**src/rtl/param_fetch.sv**
```systemverilog
// Burst-reads up to four ISP parameter words from a 1-cycle-latency RAM and replays them as select strobes.
// Latency: first strobe three cycles after start is accepted; done one cycle after the last strobe.
// Backpressure: none downstream; start is ignored (not queued) while a burst is in progress.
module param_fetch #(
    parameter int ADDR_W = 8
) (
    input  logic              HCLK,
    input  logic              HRESETn,
    input  logic              start,
    input  logic [ADDR_W-1:0] base_addr,
    input  logic [3:0]        load_mask,
    output logic              mem_rd_en,
    output logic [ADDR_W-1:0] mem_addr,
    input  logic [31:0]       mem_rd_data,
    output logic [3:0]        param_sel,
    output logic [31:0]       rd_data,
    output logic              busy,
    output logic              done
);

    localparam logic [1:0] ST_IDLE  = 2'd0;
    localparam logic [1:0] ST_ISSUE = 2'd1;
    localparam logic [1:0] ST_DRAIN = 2'd2;
    localparam logic [1:0] ST_DONE  = 2'd3;

    logic [1:0]        state_q;
    logic [ADDR_W-1:0] base_q;
    logic [3:0]        remain_q;     // enabled entries not yet read
    logic [3:0]        rd_code_q;    // select code travelling with the read in flight
    logic              pipe_vld_q;   // RAM data is valid this cycle
    logic [3:0]        pipe_code_q;

    logic              accept;
    logic [3:0]        src_mask;
    logic [ADDR_W-1:0] src_base;
    logic              nxt_vld;
    logic [1:0]        nxt_idx;
    logic [3:0]        nxt_rest;
    logic [ADDR_W-1:0] nxt_addr;
    logic [3:0]        nxt_code;

    // On the accepting edge the fresh inputs feed the selector so the first read lands in cycle 1.
    assign accept   = (state_q == ST_IDLE) && start;
    assign src_mask = accept ? load_mask : remain_q;
    assign src_base = accept ? base_addr : base_q;

    // Pick the lowest remaining enabled entry; skipped entries cost no cycle.
    always_comb begin
        nxt_vld = 1'b0;
        nxt_idx = 2'd0;
        for (int i = 3; i >= 0; i--) begin
            if (src_mask[i]) begin
                nxt_vld = 1'b1;
                nxt_idx = 2'(i);
            end
        end
    end

    assign nxt_rest = src_mask & ~(4'b0001 << nxt_idx);
    assign nxt_addr = src_base + ADDR_W'(nxt_idx);
    // Thermometer code: entry 0 -> 0001, 1 -> 0011, 2 -> 0111, 3 -> 1111.
    assign nxt_code = 4'((5'b00010 << nxt_idx) - 5'd1);

    // Burst control: issue one read per cycle, then wait for the pipeline to empty and pulse done.
    always_ff @(posedge HCLK or negedge HRESETn) begin
        if (!HRESETn) begin
            state_q   <= ST_IDLE;
            base_q    <= '0;
            remain_q  <= '0;
            rd_code_q <= '0;
            mem_rd_en <= 1'b0;
            mem_addr  <= '0;
            busy      <= 1'b0;
            done      <= 1'b0;
        end else begin
            mem_rd_en <= 1'b0;
            done      <= 1'b0;
            case (state_q)
                ST_IDLE: begin
                    if (start) begin
                        base_q <= base_addr;
                        busy   <= 1'b1;
                        if (nxt_vld) begin
                            mem_rd_en <= 1'b1;
                            mem_addr  <= nxt_addr;
                            rd_code_q <= nxt_code;
                            remain_q  <= nxt_rest;
                            state_q   <= ST_ISSUE;
                        end else begin
                            // Empty mask: nothing to fetch, complete immediately.
                            done    <= 1'b1;
                            state_q <= ST_DONE;
                        end
                    end
                end
                ST_ISSUE: begin
                    if (nxt_vld) begin
                        mem_rd_en <= 1'b1;
                        mem_addr  <= nxt_addr;
                        rd_code_q <= nxt_code;
                        remain_q  <= nxt_rest;
                    end else begin
                        state_q <= ST_DRAIN;
                    end
                end
                ST_DRAIN: begin
                    // Last word is on the strobe outputs once the data stage empties.
                    if (!pipe_vld_q) begin
                        done    <= 1'b1;
                        state_q <= ST_DONE;
                    end
                end
                default: begin
                    busy    <= 1'b0;
                    state_q <= ST_IDLE;
                end
            endcase
        end
    end

    // Data path: track the read through RAM latency, then register the word onto the strobe outputs.
    always_ff @(posedge HCLK or negedge HRESETn) begin
        if (!HRESETn) begin
            pipe_vld_q  <= 1'b0;
            pipe_code_q <= '0;
            param_sel   <= '0;
            rd_data     <= '0;
        end else begin
            pipe_vld_q  <= mem_rd_en;
            pipe_code_q <= rd_code_q;
            param_sel   <= pipe_vld_q ? pipe_code_q : 4'b0000;
            rd_data     <= pipe_vld_q ? mem_rd_data : 32'h0;
        end
    end

endmodule

```
**config.mk**
```make
export PLATFORM = sky130hd
export DESIGN_NAME = param_fetch
export DESIGN_NICKNAME = d
export VERILOG_FILES = /design/src/rtl/param_fetch.sv
export SDC_FILE = /design/constraint.sdc
export NUM_CORES = 1
export LEC_CHECK = 0
export ABC_AREA = 1
export CAP_MARGIN = 15
export CORE_MARGIN = 10
export CORE_UTILIZATION = 41
export CTS_CLUSTER_DIAMETER = 80
export DETAILED_ROUTE_END_ITERATION = 10
export PLACE_DENSITY_LB_ADDON = 0.05
export SLEW_MARGIN = 20
export SYNTH_ARGS = -nofsm -noshare
export SYNTH_HDL_FRONTEND = slang
export SYNTH_SLANG_ARGS = --single-unit
```
**constraint.sdc**
```tcl
create_clock -name HCLK -period 2.5 [get_ports HCLK]
set_input_delay 0.5 -clock HCLK [delete_from_list [all_inputs] [get_ports HCLK]]
set_output_delay 0.5 -clock HCLK [all_outputs]
set_load 0.005 [all_outputs]
```
---- After elaboration in Yosys (flattened, before gate mapping) ----
Index checks and enable logic that the tools add are counted.
storage, ports and cells
  register bits ........................... 70
  input bits .............................. 47
  output and inout bits ................... 47
  word-level logic and storage cells ...... 67
operators by class
  $add $sub $neg .......................... 2
  equality and inequality tests ........... 5
  shift-type cells ........................ 2
  mux-type cells .......................... 35
  bitwise logic cells ..................... 3
  reductions and logical operators ........ 8
operator list
  operator               count
  $mux W32               1
  $mux W4                6
  $mux W8                3
  $mux W2                8
  $pmux W4 S2            2
  $pmux W8 S2            1
  $mux W1                10
  $add A8 B2 Y8          1
  $ne A2 B2 Y1 const B   3
  $pmux W1 S2            3
  $pmux W2 S3            1
  $reduce_and A2 Y1      3
  $and A4 B4 Y4          1
  $not A4 Y4             1
  $shl A1 B2 Y4 const A  1
  $shl A2 B2 Y4 const A  1
  $sub A4 B1 Y4 const B  1
  $reduce_and A3 Y1      1
  $eq A2 B1 Y1 const B   1
  $eq A2 B2 Y1 const B   1
  $logic_not A2 Y1       1
  $reduce_bool A2 Y1     1
  $reduce_or A2 Y1       1
  $logic_and A1 B1 Y1    1
  $not A1 Y1             1

---- Logic depth before layout (Yosys ltp) ----
  depth in word-level cells ............... 13
  mapped depth ............................ 19
  depth with buffers taken out ............ 17

---- Least setup slack after synthesis ----
Ideal clock, no wire load.
  path kind ............................... register to register
  start point ............................. register state_q[0]
  end point ............................... register mem_addr[6]
  setup time .............................. 117 ps
  arrival ................................. 2393 ps
  data required time ...................... 2383 ps
  path slack .............................. -10 ps
  cell stages (with the launch flop) ...... 18
  buffers on the path ..................... 2
  clock period less this slack ............ 2510 ps
  cells stage by stage .................... dfrtp_1 inv_1 ha_1 buf_2 nand2_2 buf_6 nand2_2 nand2_2 inv_1 nand2_1 a21oi_1 ha_1 inv_1 fa_1 nor2_2 nand3_1 nand3_1 nand2_1
on the way
  longest elaborated chain between the ends .. 11
  elaborated cells between the ends (all ways) .. 20
  those cells by class .................... add/sub (1); eq/ne (2); mux (13); reduce/logical (4)
RTL lines
  item                    RTL line  RTL
  start, declared         26        logic [1:0] state_q;
  start signal, assigned  67        state_q <= ST_IDLE;
  start signal, assigned  88        state_q <= ST_ISSUE;
  start signal, assigned  92        state_q <= ST_DONE;
  $logic_not A2 Y1        43, 78
  $logic_and A1 B1 Y1     43        assign accept = (state_q == ST_IDLE) && start;
  $mux W4                 44        assign src_mask = accept ? load_mask : remain_q;
  $mux W2 (4 in series)   52        if (src_mask[i]) begin
  $add A8 B2 Y8           60        assign nxt_addr = src_base + ADDR_W'(nxt_idx);
  $mux W8                 83, 97
  $mux W8                 80        if (start) begin
  $pmux W8 S2             78        case (state_q)
  end signal, assigned    85        mem_addr <= nxt_addr;
  end signal, assigned    99        mem_addr <= nxt_addr;
  end, declared           13        output logic [ADDR_W-1:0] mem_addr,
Parallel ways exist; a longest one is shown, timed or not. The select of a mux whose other input is x is not followed.
A chain may end at the register's enable or synchronous reset.

---- Worst setup path after layout ----
  start point ............................. input port start
  end point ............................... register mem_addr[3]
on the way
  longest elaborated chain between the ends .. 10
  elaborated cells between the ends (all ways) .. 17
  those cells by class .................... add/sub (1); eq/ne (1); mux (13); reduce/logical (2)
RTL lines
  item                   RTL line  RTL
  start, declared        9         input logic start,
  $logic_and A1 B1 Y1    43
  $mux W4                44
  $mux W2 (4 in series)  52
  $add A8 B2 Y8          60
  $mux W8                83, 97
  $mux W8                80
  $pmux W8 S2            78
Parallel ways exist; a longest one is shown, timed or not. The select of a mux whose other input is x is not followed.

==> impl_metrics.json <==
{
  "hold_path.class": "in -> async",
  "antenna_found_initial": 0,
  "cts_tree": "yes",
  "synth_warnings": 0,
  "dieArea_mm2": 0.0108,
  "arrival_ns": 2.55,
  "synth_area_leaders": "dfrtp_1 61%, nand2_1 12%, inv_1 7.9%",
  "grt_pass1_vias": 2209,
  "tightest_slew_ns": 0.570,
  "synth_ff_type": "dfrtp_1",
  "viasPerCell": 4.20,
  "setup_viol": 0,
  "slew_headroom_pct": 62.0,
  "cts_buffer_depth": 2,
  "irDropWorstVdd_uv": 592,
  "pre_cts_ws_ns": -0.253,
  "power_frac_clock_pct": 20.9,
  "hpwl_mm": 4.97,
  "drc": 0,
  "clock.fmax_mhz": 431,
  "row_count": 30,
  "cts.sinks": 70,
  "timing.rr.start": "state_q[0]$_DFFE_PN0P_",
  "grt-ovfl-total": 0,
  "place.gp.congestion": 0.781,
  "ys_seq_area_share_pct": 60.6,
  "p_leak_uw": 0.00229,
  "synthArstFlopShare_pct": 100,
  "synth_edf_count": 0,
  "synth_cells": 306,
  "antenna-diode-count": 0,
  "core_mm2": 0.00683,
  "worst_r2r_endpoint": "mem_addr[3]$_DFFE_PN0P_",
  "drtIter0Drc": 56,
  "powerDensity_mw_per_mm2": 1020,
  "dpl.cell_count": 507,
  "synth_top_area_share_pct": 60.6,
  "die-height_um": 104,
  "routed-wl-met2_mm": 2.81,
  "fillers": 592,
  "post_cts_buffers": 0,
  "grt_pass1_wl_mm": 11.0,
  "grt_max_degree": 37,
  "ff2ff_setup_slack_ns": 0.24,
  "clock_latency_ns": 0.33,
  "fin_skew_ns": 0.00892,
  "drv_slew": 0,
  "root_buffer": "clkbuf_8",
  "netlist_area_mm2": 0.00289,
  "ys_types": 30,
  "die_w_um": 104,
  "drive_gt1_share_pct": 14.1,
  "critPathKind": "in -> reg",
  "grt_use_total_pct": 12.5,
  "ff2ff_path_depth": 14,
  "switching_power_uw": 1520,
  "layout_min_cycle_time_ns": 2.32,
  "wl_met3_um": 347,
  "syn-num-nets": 360,
  "drt_wl_total_mm": 6.55,
  "drtAntennaViolNets": 0,
  "period_share_pct": 92.9,
  "final_nets": 476,
  "syn_to_final_growth_pct": 48.2,
  "cts-htree-levels": 3,
  "swShare_pct": 34.5,
  "utilization_pct": 62.7,
  "hold_viol": 0,
  "portBuffers": 93,
  "place_area_mm2": 0.00406,
  "postCtsHoldBufs": 0,
  "cp_max_fo": 5,
  "end_kind": "flop",
  "stdcell_area_mm2": 0.00428,
  "pwr-share-seq_pct": 35.0,
  "maxCapViolCount": 0,
  "grt_setup_unrepaired": "false",
  "setup_slack_ns": 0.179,
  "status": "finished clean",
  "top_layer": "met4",
  "synth.largest_area_cell": "dfrtp_1",
  "cp.required_ns": 2.73,
  "start_util_pct": 42.3,
  "p_comb_share_pct": 44.1,
  "vias": 2197,
  "fin_cells": 523,
  "ys_ff_latch": 70,
  "m1WireLength_mm": 3.30,
  "synth_area_per_cell_um2": 9.45,
  "start_kind": "input pin",
  "io_pins": 94,
  "dr.pass1.iters": 4,
  "internal-power_uw": 2870,
  "clk_pin_slew_ns": 0.08,
  "numCtsBuffers": 9,
  "tns_ns": 0,
  "wl_per_cell_um": 12.5
}
==> stage by stage <==
step	power, uW	hold WS (ns)
global route	4770	0.183
CTS	4440	0.169
detailed placement	3490	0.364
finish	4390	0.158
global placement	3450	0.358
floorplan	2660	0.204
==> cell families (layout without fill, tap and decap cells) <==
group / Yosys count / in the layout / synth area share [%]
and+or+nand+nor: 134 / 134 / 21.0
buffers and inverters: 71 / 192 / 10.1
DFF: 70 / 70 / 60.6
AOI/OAI and AO/OA: 22 / 22 / 4.41
adders and majority gates: 7 / 7 / 3.29
xor gates and xnor gates: 2 / 2 / 0.606
==> flip-flops by register name, summed over array words and instances, names as in the netlist <==
register,count
remain_q,4
pipe_code_q,4
mem_addr,8
rd_code_q,4
rd_data,32
param_sel,4
state_q,2
pipe_vld_q,1
mem_rd_en,1
busy,1
base_q,8
done,1
==> routing by layer <==
metal,track usage (%),vias up
li1,-,1135
met1,16.4,983
met2,18.9,69
met3,3.41,10
met4,5.37,0
met5,0,-
==> power by group through the flow <==
stage | logic, uW | registers (uW) | clock network (uW)
2_1_floorplan | 1090 | 1570 | 0
3_3_place_gp | 1900 | 1550 | 0
3_5_place_dp | 1930 | 1560 | 0
4_1_cts | 1950 | 1540 | 950
5_1_grt | 2190 | 1570 | 1010
6_report | 1930 | 1540 | 917
==> critical path: stages <==
cell,delay (ns)
clkdlybuf4s50_1,0.53
buf_4,0.15
nand3_1,0.11
nand2_4,0.10
buf_12,0.11
nor2_8,0.03
nor2_2,0.14
ha_1,0.24
nand2_1,0.07
nand2_1,0.06
nand3_1,0.13
buf_4,0.13
xor2_1,0.17
o21ai_1,0.08
==> how the worst max path moves through the flow <==
stage                            from                      end  slack [ns]  depth (start not counted)
3_5_place_dp                    start  mem_addr[6]$_DFFE_PN0P_       -0.25                         13
5_1_grt                         start  mem_addr[6]$_DFFE_PN0P_        0.02                         13
3_3_place_gp                    start  mem_addr[6]$_DFFE_PN0P_       -0.19                         13
4_1_cts        state_q[0]$_DFFE_PN0P_  mem_addr[3]$_DFFE_PN0P_        0.01                         13
6_report                        start  mem_addr[3]$_DFFE_PN0P_        0.18                         14
2_1_floorplan  state_q[0]$_DFFE_PN0P_  mem_addr[6]$_DFFE_PN0P_        0.03                         17
==> cells in the mapped netlist, types with 2 or more instances <==
cell type and instances:
o21ai_1 5, dfrtp_1 70, o21ai_2 2, o21ai_0 6
nand3_1 15, buf_6 3, a21oi_1 5, nand2_1 96
or2_2 2, nor2_1 6, nand2_4 2, nor2_2 3
xor2_1 2, inv_1 61, clkbuf_1 3, nand2_2 6
ha_1 6
==> timing repair <==
item                                    CTS  global route
endpoints found under the setup margin    4             6
gates resized for setup                   1             6
pin swaps                                 0             1
==> placed cells by master (no fill, tap or decap), types with 2 or more instances in the layout <==
cell / instances
clkbuf_1: 2
ha_1: 5
inv_2: 2
xor2_1: 2
dfrtp_1: 70
or2_2: 2
nor2_2: 3
o21ai_0: 4
nand2_4: 3
a21oi_1: 4
a21oi_2: 2
buf_4: 18
inv_1: 60
clkdlybuf4s50_1: 92
clkbuf_8: 11
o21ai_1: 7
nand2_2: 5
nand2_1: 96
nand3_1: 15
buf_12: 2
nor2_1: 6
o21ai_2: 2
==> area by class of cell <==
cell class | count | area [um2] | share of cell area [%]
tap | 96 | 120 | 2.80
timing repair buffer | 113 | 1100 | 25.7
sequential | 70 | 1750 | 40.9
inverter | 63 | 239 | 5.58
multi-input combinational | 165 | 871 | 20.3
clock inverter | 3 | 42.5 | 0.993
clock buffer | 13 | 159 | 3.71
Power figures use the tool's default switching activity.
